===== config.mk =====
export PLATFORM = sky130hd
export DESIGN_NAME = sha_msg_schedule_stream
export DESIGN_NICKNAME = d
export VERILOG_FILES = /design/src/rtl/sha_msg_schedule_stream.sv
export SDC_FILE = /design/constraint.sdc
export NUM_CORES = 1
export LEC_CHECK = 0
export BUFFER_PORTS_ARGS = -buffer_cell sky130_fd_sc_hd__buf_2
export CORE_MARGIN = 3
export CORE_UTILIZATION = 50
export CTS_CLUSTER_DIAMETER = 60
export DETAILED_ROUTE_END_ITERATION = 8
export PLACE_DENSITY_LB_ADDON = 0.12
export REMOVE_ABC_BUFFERS = 1
export SLEW_MARGIN = 25
export SYNTH_ARGS = -nofsm -noshare
export SYNTH_HDL_FRONTEND = slang
export SYNTH_SLANG_ARGS = --single-unit

===== constraint.sdc =====
create_clock -name i_clk -period 17.1 [get_ports i_clk]
set_input_delay 2.565 -clock i_clk [delete_from_list [all_inputs] [get_ports i_clk]]
set_output_delay 2.565 -clock i_clk [all_outputs]
set_load 0.01 [all_outputs]

===== src/rtl/sha_msg_schedule_stream.sv =====
// SHA-256/512 message schedule: loads a 16-word block on start, then streams W[0..ROUNDS-1].
// One word per cycle; w_valid holds and the window freezes while w_ready is low. Start to done is ROUNDS+1 cycles.
module sha_msg_schedule_stream #(
   parameter  int MODE   = 0,
   localparam int WORD_W = (MODE == 0) ? 32 : 64,
   localparam int ROUNDS = (MODE == 0) ? 64 : 80,
   localparam int TW     = 7
) (
   input  logic                  i_clk,
   input  logic                  i_rst,
   input  logic                  i_start,
   input  logic [16*WORD_W-1:0]  i_block_in,
   output logic                  o_busy,
   output logic                  o_w_valid,
   input  logic                  i_w_ready,
   output logic [WORD_W-1:0]     o_w_out,
   output logic [TW-1:0]         o_t_idx,
   output logic                  o_done
);

   typedef enum logic [1:0] {S_IDLE, S_RUN, S_DONE} state_t;

   state_t              r_state;
   state_t              w_state_nxt;
   logic [WORD_W-1:0]   r_win [16];
   logic [TW-1:0]       r_t_idx;
   logic [WORD_W-1:0]   w_new;
   logic                w_xfer;
   logic                w_last;

   function automatic logic [WORD_W-1:0] f_rotr(input logic [WORD_W-1:0] x, input int n);
      return (x >> n) | (x << (WORD_W - n));
   endfunction

   function automatic logic [WORD_W-1:0] f_sigma0(input logic [WORD_W-1:0] x);
      if (MODE == 0) return f_rotr(x, 7) ^ f_rotr(x, 18) ^ (x >> 3);
      else           return f_rotr(x, 1) ^ f_rotr(x, 8)  ^ (x >> 7);
   endfunction

   function automatic logic [WORD_W-1:0] f_sigma1(input logic [WORD_W-1:0] x);
      if (MODE == 0) return f_rotr(x, 17) ^ f_rotr(x, 19) ^ (x >> 10);
      else           return f_rotr(x, 19) ^ f_rotr(x, 61) ^ (x >> 6);
   endfunction

   // Window slot 15 receives W[t+16]; values computed past ROUNDS-1 are never emitted.
   assign w_new  = f_sigma1(r_win[14]) + r_win[9] + f_sigma0(r_win[1]) + r_win[0];
   assign w_xfer = (r_state == S_RUN) && i_w_ready;
   assign w_last = (r_t_idx == TW'(ROUNDS - 1));

   always_comb begin
      w_state_nxt = r_state;
      o_w_valid   = 1'b0;
      o_busy      = 1'b0;
      o_done      = 1'b0;
      case (r_state)
         S_IDLE: begin
            if (i_start) w_state_nxt = S_RUN;
         end
         S_RUN: begin
            o_w_valid = 1'b1;
            o_busy    = 1'b1;
            if (w_xfer && w_last) w_state_nxt = S_DONE;
         end
         S_DONE: begin
            o_done      = 1'b1;
            w_state_nxt = S_IDLE;
         end
         default: w_state_nxt = S_IDLE;
      endcase
   end

   always_ff @(posedge i_clk) begin
      if (i_rst) begin
         r_state <= S_IDLE;
         r_t_idx <= '0;
         for (int k = 0; k < 16; k++) r_win[k] <= '0;
      end else begin
         r_state <= w_state_nxt;
         if (r_state == S_IDLE && i_start) begin
            r_t_idx <= '0;
            for (int k = 0; k < 16; k++) r_win[k] <= i_block_in[(16-k)*WORD_W-1 -: WORD_W];
         end else if (w_xfer) begin
            r_t_idx <= w_last ? '0 : r_t_idx + TW'(1);
            for (int k = 0; k < 15; k++) r_win[k] <= r_win[k+1];
            r_win[15] <= w_new;
         end else if (r_state == S_DONE) begin
            r_t_idx <= '0;
         end
      end
   end

   assign o_w_out = r_win[0];
   assign o_t_idx = r_t_idx;

endmodule


==> results.json, run 1 <==
{
  "final_nets": 3253,
  "ys_ff_latch": 521,
  "cts_resized": 0,
  "tightestPinTransition_ns": 1.14,
  "setup_viol": 0,
  "nFillCells": 4294,
  "async_flop_share": 0,
  "cp_data_arrival_time_ns": 6.08,
  "timing.final.max_slew_violations": 0,
  "cts_tree": "yes",
  "cts_buffer_depth": 3,
  "synth_area_um2": 26100,
  "cpMostUsedCell": "buf_4",
  "place.gp.congestion": 0.951,
  "synth_top_area_cell": "edfxtp_1",
  "die_h_um": 235,
  "fmax_mhz": 171,
  "die_x_um": 235,
  "path_class": "primary input to flop",
  "synth_area_per_cell_um2": 12.1,
  "postCtsHoldBufs": 0,
  "cap_violations": 0,
  "endpoint_kind": "flop",
  "fin_crit_ns": 5.84,
  "drc_errors": 0,
  "required_ns": 17.35,
  "yosysTopAreaCellShare": 0.589,
  "layout.area.seq_um2": 15600,
  "num_vias": 19261,
  "fin_worst_skew_ns": 0.0210,
  "finalHoldViolations": 0,
  "track_usage": 0.287,
  "vias_per_cell": 5.70,
  "whs_ns": 0.500,
  "power.leakage_nw": 13.3,
  "drive_gt1_frac": 0.250,
  "grt_max_degree": 189,
  "grt.overflow.total": 0,
  "antenna_found_initial": 15,
  "power_mw": 4.70,
  "ios": 558,
  "htree_num_levels": 2,
  "cp_slowest_cell": "buf_4",
  "cp-start-kind": "primary input",
  "r2r_slack_ns": 12.16,
  "clkSinkCount": 521,
  "ant_nets": 0,
  "synth_cells": 2153,
  "comb_power_share": 0.385,
  "cts_buffers": 56,
  "grt_pass1_vias": 18914,
  "synthTopCellsByArea": "edfxtp_1 59%, a22o_1 11%, nand2_1 5.4%, fa_1 4.8%, xnor2_1 4.0%",
  "num_rows": 83,
  "seq_power_share": 0.361,
  "irDropWorstVdd_mv": 0.102,
  "p_switching_mw": 1.76,
  "drt_iter0_markers": 2037,
  "ys_seq_area_frac": 0.596,
  "core_area_um2": 51500,
  "root_buffer": "clkbuf_16",
  "drt-pass1-iter-count": 6,
  "worstHoldPathType": "flop to flop",
  "syn_to_final_growth_pct": 19.3,
  "crit_chain": "buf_2 > nand2_4 > buf_4 > nand2b_4 > buf_4 > buf_4",
  "wire_per_inst_um": 24.2,
  "die_area_um2": 55000,
  "p_int_mw": 2.95,
  "synth_ff_type": "edfxtp_1",
  "grt_pass1_wl_mm": 117,
  "slew_headroom": 0.239,
  "crit_fanout": 93,
  "multiInputGateArea_um2": 9390,
  "final_core_util": 0.605,
  "yosys_warnings": 0,
  "path_clk_slew_ns": 0.06,
  "clock_latency_ns": 0.60,
  "post_cts_buffers": 0,
  "p_clk_frac": 0.254,
  "p_sw_frac": 0.374,
  "slowest_delay_ns": 0.85,
  "fin_setup_tns_ns": 0,
  "power_density_nw_per_um2": 151,
  "port_buffers": 557,
  "wl_mm": 81.8,
  "synth-edff-count": 512,
  "grt_setup_unrepaired": "no",
  "yosysUniqueCellTypes": 62,
  "dp_hpwl_mm": 59.5,
  "initial_utilization": 0.507,
  "status": "completed",
  "fin_crit_sh": 0.341
}
cells in the final DEF, fill, tap and decap left out, drive strengths merged, types with 4 or more instances in the layout:
| cell type | count |
|---|---|
| nand4 | 11 |
| buf | 578 |
| o21ai | 42 |
| a21oi | 201 |
| nand3 | 10 |
| fa | 62 |
| nand2 | 377 |
| diode | 13 |
| o21a | 4 |
| inv | 159 |
| nor2 | 33 |
| clkbuf | 76 |
| nand2b | 6 |
| a22o | 320 |
| a21o | 16 |
| bufinv | 5 |
| xnor2 | 119 |
| clkinv | 16 |
| edfxtp | 512 |
| and3 | 4 |
| ha | 32 |
| a31oi | 4 |
| xor2 | 19 |
| a211oi | 11 |
| nor3 | 11 |
| dfxtp | 9 |
| o21bai | 4 |
power groups by stage:
| stage | Sequential (mW) | Clock, mW | Combinational [mW] |
|---|---|---|---|
| floorplan | 1.69 | 0 | 1.22 |
| global placement | 1.72 | 0 | 1.73 |
| detailed placement | 1.72 | 0 | 1.75 |
| CTS | 1.70 | 1.21 | 1.77 |
| global route | 1.71 | 1.26 | 1.98 |
| finish | 1.70 | 1.20 | 1.81 |
path summary, 6_finish.rpt:
kind / endpoint / depth (start not counted) / start
max: r_win[5][22] / 6 / i_w_ready
min: o_t_idx[6] / 2 / o_t_idx[6]
max reg2reg: r_win[15][27] / 16 / r_win[1][19]
min reg2reg: o_t_idx[6] / 2 / o_t_idx[6]
critical path, delay by kind of cell:
kind | cells | cell delay [ns]
and+or+nand+nor | 2 | 1.22
buffers and inverters | 4 | 2.18
area by class of cell:
type	instances	share of cell area
Tap cell	680	0.0273
Clock inverter	27	0.00880
Sequential cell	521	0.499
Timing Repair Buffer	578	0.0953
Inverter	154	0.0186
Antenna cell	13	0.00104
Clock buffer	76	0.0484
Multi-Input combinational cell	1332	0.301
registers in the layout, summed over array words and instances (netlist names):
name	count
o_t_idx	7
r_state	2
r_win	512
per-stage QoR:
stage               std cells  cell area [um2]  worst slack, ns
floorplan                2007            25500           -10.05
detailed placement       3265            29300            10.51
global route             3373            31100            10.99
finish                   3381            31200            11.26
CTS                      3368            31100            11.17
global placement         3265            29300            10.66
synth_stat cells, types with 3 or more instances:
master    number
mux2i_1        3
inv_1        154
ha_1          32
o21ai_0       40
buf_6          5
buf_4          3
a221oi_1       3
a41oi_1        3
nand4_1       10
dfxtp_1        9
nor4_1         3
a22o_1       320
nor3_1        11
o21a_1         4
xor2_1        19
nor2_1        32
a21oi_1      200
o211ai_1       3
fa_1          62
and3_1         4
a211oi_1      11
buf_2         16
clkbuf_1     117
or3_1          3
a21o_1        15
edfxtp_1     512
a22oi_1        3
nand3_1       10
nand2b_1       6
nand2_1      377
o21bai_1       4
a31oi_1        4
xnor2_1      119
metal layers:
layer / part of all wire / up-vias / global-route usage
li1: - / 8850 / -
met4: 0.025 / 14 / 0.0804
met1: 0.43 / 9403 / 0.416
met5: 0.0012 / - / 0
met3: 0.080 / 137 / 0.0485
met2: 0.47 / 857 / 0.453
logic make-up after synthesis:
kind of cell,after synthesis,share of synthesized area
AOI/OAI and AO/OA,627,0.174
buffers and inverters,300,0.0465
and+or+nand+nor,470,0.0733
muxes,3,0.00115
xor gates and xnor gates,138,0.0463
DFF,521,0.596
adders and majority gates,94,0.0629
No activity file was read; power rests on OpenSTA's default activity.
==> run 2: changes to the inputs <==
==> constraint.sdc (replaced) <==
create_clock -name i_clk -period 6 [get_ports i_clk]
set_input_delay 0.9 -clock i_clk [delete_from_list [all_inputs] [get_ports i_clk]]
set_output_delay 0.9 -clock i_clk [all_outputs]
set_load 0.01 [all_outputs]
==> run 2 against run 1 <==
Effect of this change:
- global-route usage shrank 0.17 points
- critical path depth rose by 10
- worst hold slack improved by 0.0016 ns
- wire length shrank 0.27%
- via count down 0.97%
- die area unchanged
- worst setup slack got worse by 10 ns
- core utilization grew 0.17 points
- first-iteration DRC count up 4.6%
- power rose to 2.9 times the previous value
- sequential power increased to 2.8 times the previous value
==> results.json, run 2 (synthesis results as in run 1) <==
{
  "p_int_mw": 8.42,
  "largest-register": "r_win",
  "num_rows": 83,
  "pre_cts_ws_ns": 1.16,
  "grt.overflow.total": 0,
  "final_nets": 3250,
  "endpoint_kind": "flop",
  "die_x_um": 235,
  "grt_pass1_vias": 18622,
  "timing.final.max_slew_violations": 0,
  "place_area_um2": 29400,
  "largest_reg_flops": 512,
  "wire_per_inst_um": 24.1,
  "status": "completed",
  "cp_slowest_cell": "edfxtp_1",
  "vias_per_cell": 5.64,
  "final_core_util": 0.607,
  "core_area_um2": 51500,
  "r2r_slack_ns": 1.21,
  "fin_ws_ns": 1.21,
  "initial_utilization": 0.507,
  "grt_pass1_wl_mm": 116,
  "setup_viol": 0,
  "track_usage": 0.286,
  "rr_endpoint": "r_win[15][27]",
  "path_clk_slew_ns": 0.06,
  "hold_start": "o_t_idx[6]",
  "cp_data_arrival_time_ns": 5.15,
  "ant_nets": 0,
  "hold_end": "o_t_idx[6]",
  "drt_iter0_markers": 2130,
  "ios": 558,
  "p_clk_frac": 0.254,
  "tightestPinTransition_ns": 1.26,
  "seq_power_share": 0.358,
  "worstHoldPathType": "flop to flop",
  "port_buffers": 557,
  "htree_num_levels": 2,
  "whs_path_depth": 2,
  "required_ns": 6.35,
  "syn_to_final_growth_pct": 19.6,
  "crit_fanout": 4,
  "fin_setup_tns_ns": 0,
  "fin_worst_skew_ns": 0.0183,
  "layout.cells.most_common": "buf_2",
  "p_switching_mw": 4.99,
  "postCtsHoldBufs": 0,
  "critPathBufInv": 3,
  "antenna_found_initial": 18,
  "stdcell_area_um2": 31200,
  "cts_resized": 0,
  "place.gp.congestion": 0.909,
  "crit_chain": "xnor2_1 > xnor2_1 > fa_1 > inv_1 > fa_1 > inv_1 > ha_1 > inv_1 > fa_1 > and2b_2 > o2111ai_2 > a2111oi_4 > o31ai_2 > a2111oi_2 > o21ai_1 > a32o_1",
  "drc_errors": 0,
  "cts_buffers": 56,
  "most-common-layout-cells": "556 x buf_2, 512 x edfxtp_1, 376 x nand2_1",
  "drive_gt1_frac": 0.251,
  "root_buffer": "clkbuf_16",
  "num_vias": 19075,
  "slew_headroom": 0.163,
  "irDropWorstVdd_mv": 0.281,
  "crit_family": "adder cells",
  "dp_hpwl_mm": 59.2,
  "fin_crit_ns": 4.79,
  "clock_latency_ns": 0.60,
  "drt-pass1-iter-count": 6,
  "r2r-start": "r_win[1][19]",
  "cts_buffer_depth": 3,
  "cap_violations": 0,
  "wl_mm": 81.5,
  "cp-start-kind": "flop",
  "finalHoldViolations": 0,
  "path_class": "flop to flop",
  "p_sw_frac": 0.372,
  "fmax_mhz": 209,
  "die_h_um": 235,
  "r2r_cells": 16,
  "cts_tree": "yes",
  "clkSinkCount": 521,
  "power.leakage_nw": 13.3,
  "grt_setup_unrepaired": "no",
  "post_cts_buffers": 0,
  "comb_power_share": 0.388,
  "slowest_delay_ns": 0.50,
  "power_density_nw_per_um2": 429,
  "fin_crit_sh": 0.799,
  "die_area_um2": 55000,
  "grt_max_degree": 190
}
## run 2: layer usage
metal	up-vias	wire, um	GRT usage
met1	9349	34100	0.400
met5	-	38	0
met3	138	6760	0.0689
met2	735	38300	0.447
met4	6	2300	0.0837
li1	8847	-	-
## run 2: final cells by class
class / count / area (um2)
Tap cell: 680 / 851
Clock inverter: 29 / 303
Sequential cell: 521 / 15600
Inverter: 154 / 578
Timing Repair Buffer: 575 / 3020
Clock buffer: 73 / 1490
Antenna cell: 20 / 50.0
Multi-Input combinational cell: 1332 / 9400
Fill cell: 4326 / 20300
## run 2: worst max-delay path by stage
| stage | endpoint | start | cells after the start |
|---|---|---|---|
| floorplan | r_win[0][0] | i_rst | 2 |
| global placement | r_win[15][27] | r_win[1][19] | 16 |
| detailed placement | r_win[15][27] | r_win[1][19] | 16 |
| CTS | r_win[15][27] | r_win[1][19] | 16 |
| global route | r_win[15][27] | r_win[1][19] | 16 |
| finish | r_win[15][27] | r_win[1][19] | 16 |
## run 2: through the flow
step / instances / hold slack (ns) / total power, mW
floorplan: 2007 / 0.477 / 8.30
global placement: 3262 / 0.482 / 9.83
detailed placement: 3262 / 0.488 / 9.91
CTS: 3364 / 0.498 / 13.4
global route: 3374 / 0.531 / 14.2
finish: 3384 / 0.502 / 13.4
## run 2: power groups by stage
stage | sequential, mW | combinational (mW) | clock, mW
detailed placement | 4.87 | 5.04 | 0
global route | 4.84 | 5.73 | 3.61
floorplan | 4.82 | 3.48 | 0
finish | 4.80 | 5.20 | 3.41
CTS | 4.80 | 5.09 | 3.47
global placement | 4.86 | 4.97 | 0
## run 2: worst min-delay path, cell delays in order (launching register included)
cell and delay [ns]:
dfxtp_1 0.32, o211ai_1 0.09, nor2_1 0.04
==> run 3: changes to the inputs <==
--- a/config.mk
+++ b/config.mk
@@ -5,6 +5,7 @@
 export SDC_FILE = /design/constraint.sdc
 export NUM_CORES = 1
 export LEC_CHECK = 0
+export ABC_AREA = 1
 export BUFFER_PORTS_ARGS = -buffer_cell sky130_fd_sc_hd__buf_2
 export CORE_MARGIN = 3
 export CORE_UTILIZATION = 50
==> constraint.sdc (replaced) <==
create_clock -name i_clk -period 5 [get_ports i_clk]
set_input_delay 0.75 -clock i_clk [delete_from_list [all_inputs] [get_ports i_clk]]
set_output_delay 0.75 -clock i_clk [all_outputs]
set_load 0.01 [all_outputs]
==> run 3 against run 2 <==
Effect of this change:
- count of clock-buffer cells in the layout fell by 4
- worst hold slack got worse by 0.11 ns
- sequential share of layout area decreased by 2.2 points
- area after synthesis is 4.9% higher
- highest routed layer unchanged
==> results.json, run 3 <==
{
  "required_ns": 5.35,
  "synth_area_um2": 27400,
  "track_usage": 0.307,
  "cp_slowest_cell": "edfxtp_1",
  "cp.depth": 20,
  "path_class": "flop to flop",
  "synthTopCellsByArea": "edfxtp_1 56%, a22o_1 7.0%, nor2_1 6.6%, fa_1 4.5%, a21oi_1 4.5%",
  "place_inst": 3755,
  "synthAdderAreaFrac": 0.0599,
  "num_rows": 85,
  "setup_viol": 0,
  "crit_path_end": "r_win[15][19]",
  "synth_top_family_by_area": "compound AO/OA/AOI/OAI gates",
  "cts_tree": "yes",
  "ant_nets": 0,
  "worstHoldPathType": "primary input to flop",
  "cap_violations": 0,
  "fmax_mhz": 232,
  "fin_cells": 3884,
  "fin_setup_tns_ns": 0,
  "place.gp.congestion": 1.02,
  "synth_area_per_cell_um2": 10.5,
  "synth_compound_gate_area_share": 0.134,
  "crit_family": "adder cells",
  "timing.final.max_slew_violations": 0,
  "critPathBufInv": 5,
  "yosysUniqueCellTypes": 36,
  "r2r_slack_ns": 0.68,
  "drt_iter0_markers": 1716,
  "power.leakage_nw": 15.2,
  "htree_num_levels": 2,
  "async_flop_share": 0,
  "largest_reg_flops": 512,
  "irDropWorstVdd_mv": 0.339,
  "slew_headroom": 0.265,
  "cts_resized": 0,
  "synth_cells": 2611,
  "cpMostUsedCell": "nand2_1",
  "postCtsHoldBufs": 0,
  "post_cts_buffers": 0,
  "synth.most_common_cell": "edfxtp_1",
  "layout.cells.most_common": "buf_2",
  "grt_pass1_vias": 20830,
  "most-common-layout-cells": "557 x buf_2, 512 x edfxtp_1, 481 x nor2_1",
  "clock_latency_ns": 0.62,
  "grt_max_degree": 158,
  "drive_gt1_frac": 0.224,
  "syn_to_final_growth_pct": 19.4,
  "antenna_found_initial": 33,
  "root_buffer": "clkbuf_16",
  "yosysTopAreaCellShare": 0.561,
  "cts_buffers": 57,
  "grt_pass1_wl_mm": 130,
  "yosys_warnings": 0,
  "fin_crit_ns": 4.32,
  "cp_data_arrival_time_ns": 4.67,
  "synth_top_area_cell": "edfxtp_1",
  "cts_buffer_depth": 3,
  "fin_crit_sh": 0.863,
  "synthSimpleGateAreaFrac": 0.126,
  "drc_errors": 0,
  "r2r-start": "r_win[1][19]",
  "drt-pass1-iter-count": 5,
  "finalHoldViolations": 0,
  "r2r_cells": 20,
  "synth_mux_area_frac": 0,
  "core_area_um2": 54000,
  "path_clk_slew_ns": 0.07,
  "largest-register": "r_win",
  "tightestPinTransition_ns": 1.10,
  "vias_per_cell": 5.48,
  "initial_utilization": 0.507,
  "die_area_um2": 57600,
  "slowest_delay_ns": 0.53,
  "power_density_nw_per_um2": 500,
  "grt.overflow.total": 0,
  "final_nets": 3728,
  "synth-edff-count": 512,
  "fin_worst_skew_ns": 0.0205,
  "rr_endpoint": "r_win[15][19]",
  "crit_fanout": 4,
  "setup.worst_path.start": "r_win[1][19]",
  "crit_chain": "xnor2_1 > xor2_1 > inv_1 > fa_1 > inv_1 > fa_1 > inv_1 > ha_1 > inv_1 > fa_1 > inv_1 > nand2_1 > nand3_1 > nand2_1 > nand2_1 > nand2_1 > nand2_1 > nand2_1 > nand3_1 > nand2_1",
  "grt_setup_unrepaired": "no",
  "synthXorXnorAreaFrac": 0.0403,
  "num_vias": 21285,
  "die_x_um": 240,
  "endpoint_kind": "flop",
  "wire_per_inst_um": 23.4,
  "ios": 558,
  "dp_hpwl_mm": 68.2,
  "synth_ff_type": "edfxtp_1",
  "port_buffers": 557,
  "ys_ff_latch": 521,
  "nFillCells": 4622,
  "clkSinkCount": 521,
  "ys_seq_area_frac": 0.568,
  "wl_mm": 90.8,
  "die_h_um": 240,
  "synthTopCellsByCount": "512 x edfxtp_1, 481 x nor2_1, 323 x nand2_1, 308 x inv_1, 246 x a21oi_1",
  "cp-start-kind": "flop",
  "status": "completed"
}
run 3: cell types whose count changed after synthesis, moves of 11 or more:
cell      before  now
nand3_1       10   40
xor2_1        19   68
a21oi_1      200  246
buf_4          3   29
xnor2_1      119   58
inv_1        154  308
a21o_1        15    0
nand2_1      377  323
nor2_2         0   11
a22o_1       320  220
clkbuf_1     117   44
a32o_1         2   17
nor2_1        32  481
buf_2         16   49
run 3: cell families after synthesis:
family,Yosys count
AOI/OAI and AO/OA,538
xor gates and xnor gates,126
DFF,521
buffers and inverters,453
and+or+nand+nor,879
adders and majority gates,94
run 3: per-stage QoR:
step                      hold WS [ns]  utilization  total power [mW]  worst slack, ns  instance area, um2
after floorplan                  0.500            -              9.72            -4.14               26600
after global placement           0.473        0.568              11.7            0.656               30700
after detailed placement         0.483        0.568              11.8            0.762               30700
after CTS                        0.362        0.604              16.3            0.740               32600
after global routing             0.379        0.605              17.3            0.482               32700
final                            0.395        0.605              16.3            0.683               32700
run 3: how the worst min path moves through the flow:
stage | to | slack (ns) | cells past startpoint | from
final | r_state[0] | 0.39 | 2 | i_rst
after detailed placement | o_t_idx[5] | 0.48 | 2 | o_t_idx[5]
after floorplan | o_t_idx[5] | 0.50 | 2 | o_t_idx[5]
after global placement | o_t_idx[5] | 0.47 | 2 | o_t_idx[5]
after CTS | r_state[0] | 0.36 | 2 | i_rst
after global routing | r_state[0] | 0.38 | 2 | i_rst
run 3: layout make-up:
cell class | instances | area [um2] | area share
multi-input combinational | 1637 | 9890 | 0.302
clock inverter | 38 | 454 | 0.0139
inverter | 313 | 1190 | 0.0364
timing repair buffer | 588 | 3170 | 0.0971
tap | 696 | 871 | 0.0266
clock buffer | 69 | 1510 | 0.0463
sequential | 521 | 15600 | 0.476
antenna | 22 | 55.1 | 0.00168
run 3: routing by layer:
layer  share of wire  track usage  wire (um)
met5          0.0017            0        152
met4           0.037        0.110       3320
met3           0.092       0.0775       8330
met2            0.47        0.485      42600
met1            0.40        0.415      36400
run 3: worst reg2reg max path, cell delays in order, from the launching register on:
cell	delay [ns]
edfxtp_1	0.53
xnor2_1	0.26
xor2_1	0.19
inv_1	0.10
fa_1	0.51
inv_1	0.06
fa_1	0.43
inv_1	0.07
ha_1	0.21
inv_1	0.09
fa_1	0.45
inv_1	0.09
nand2_1	0.05
nand3_1	0.12
nand2_1	0.07
nand2_1	0.20
nand2_1	0.15
nand2_1	0.08
nand2_1	0.04
nand3_1	0.23
nand2_1	0.10
run 3: power by group:
| part | internal (mW) | total (mW) | switching (mW) |
|---|---|---|---|
| clock network | 2.67 | 4.49 | 1.82 |
| registers | 5.38 | 5.68 | 0.297 |
| logic | 2.03 | 6.17 | 4.14 |
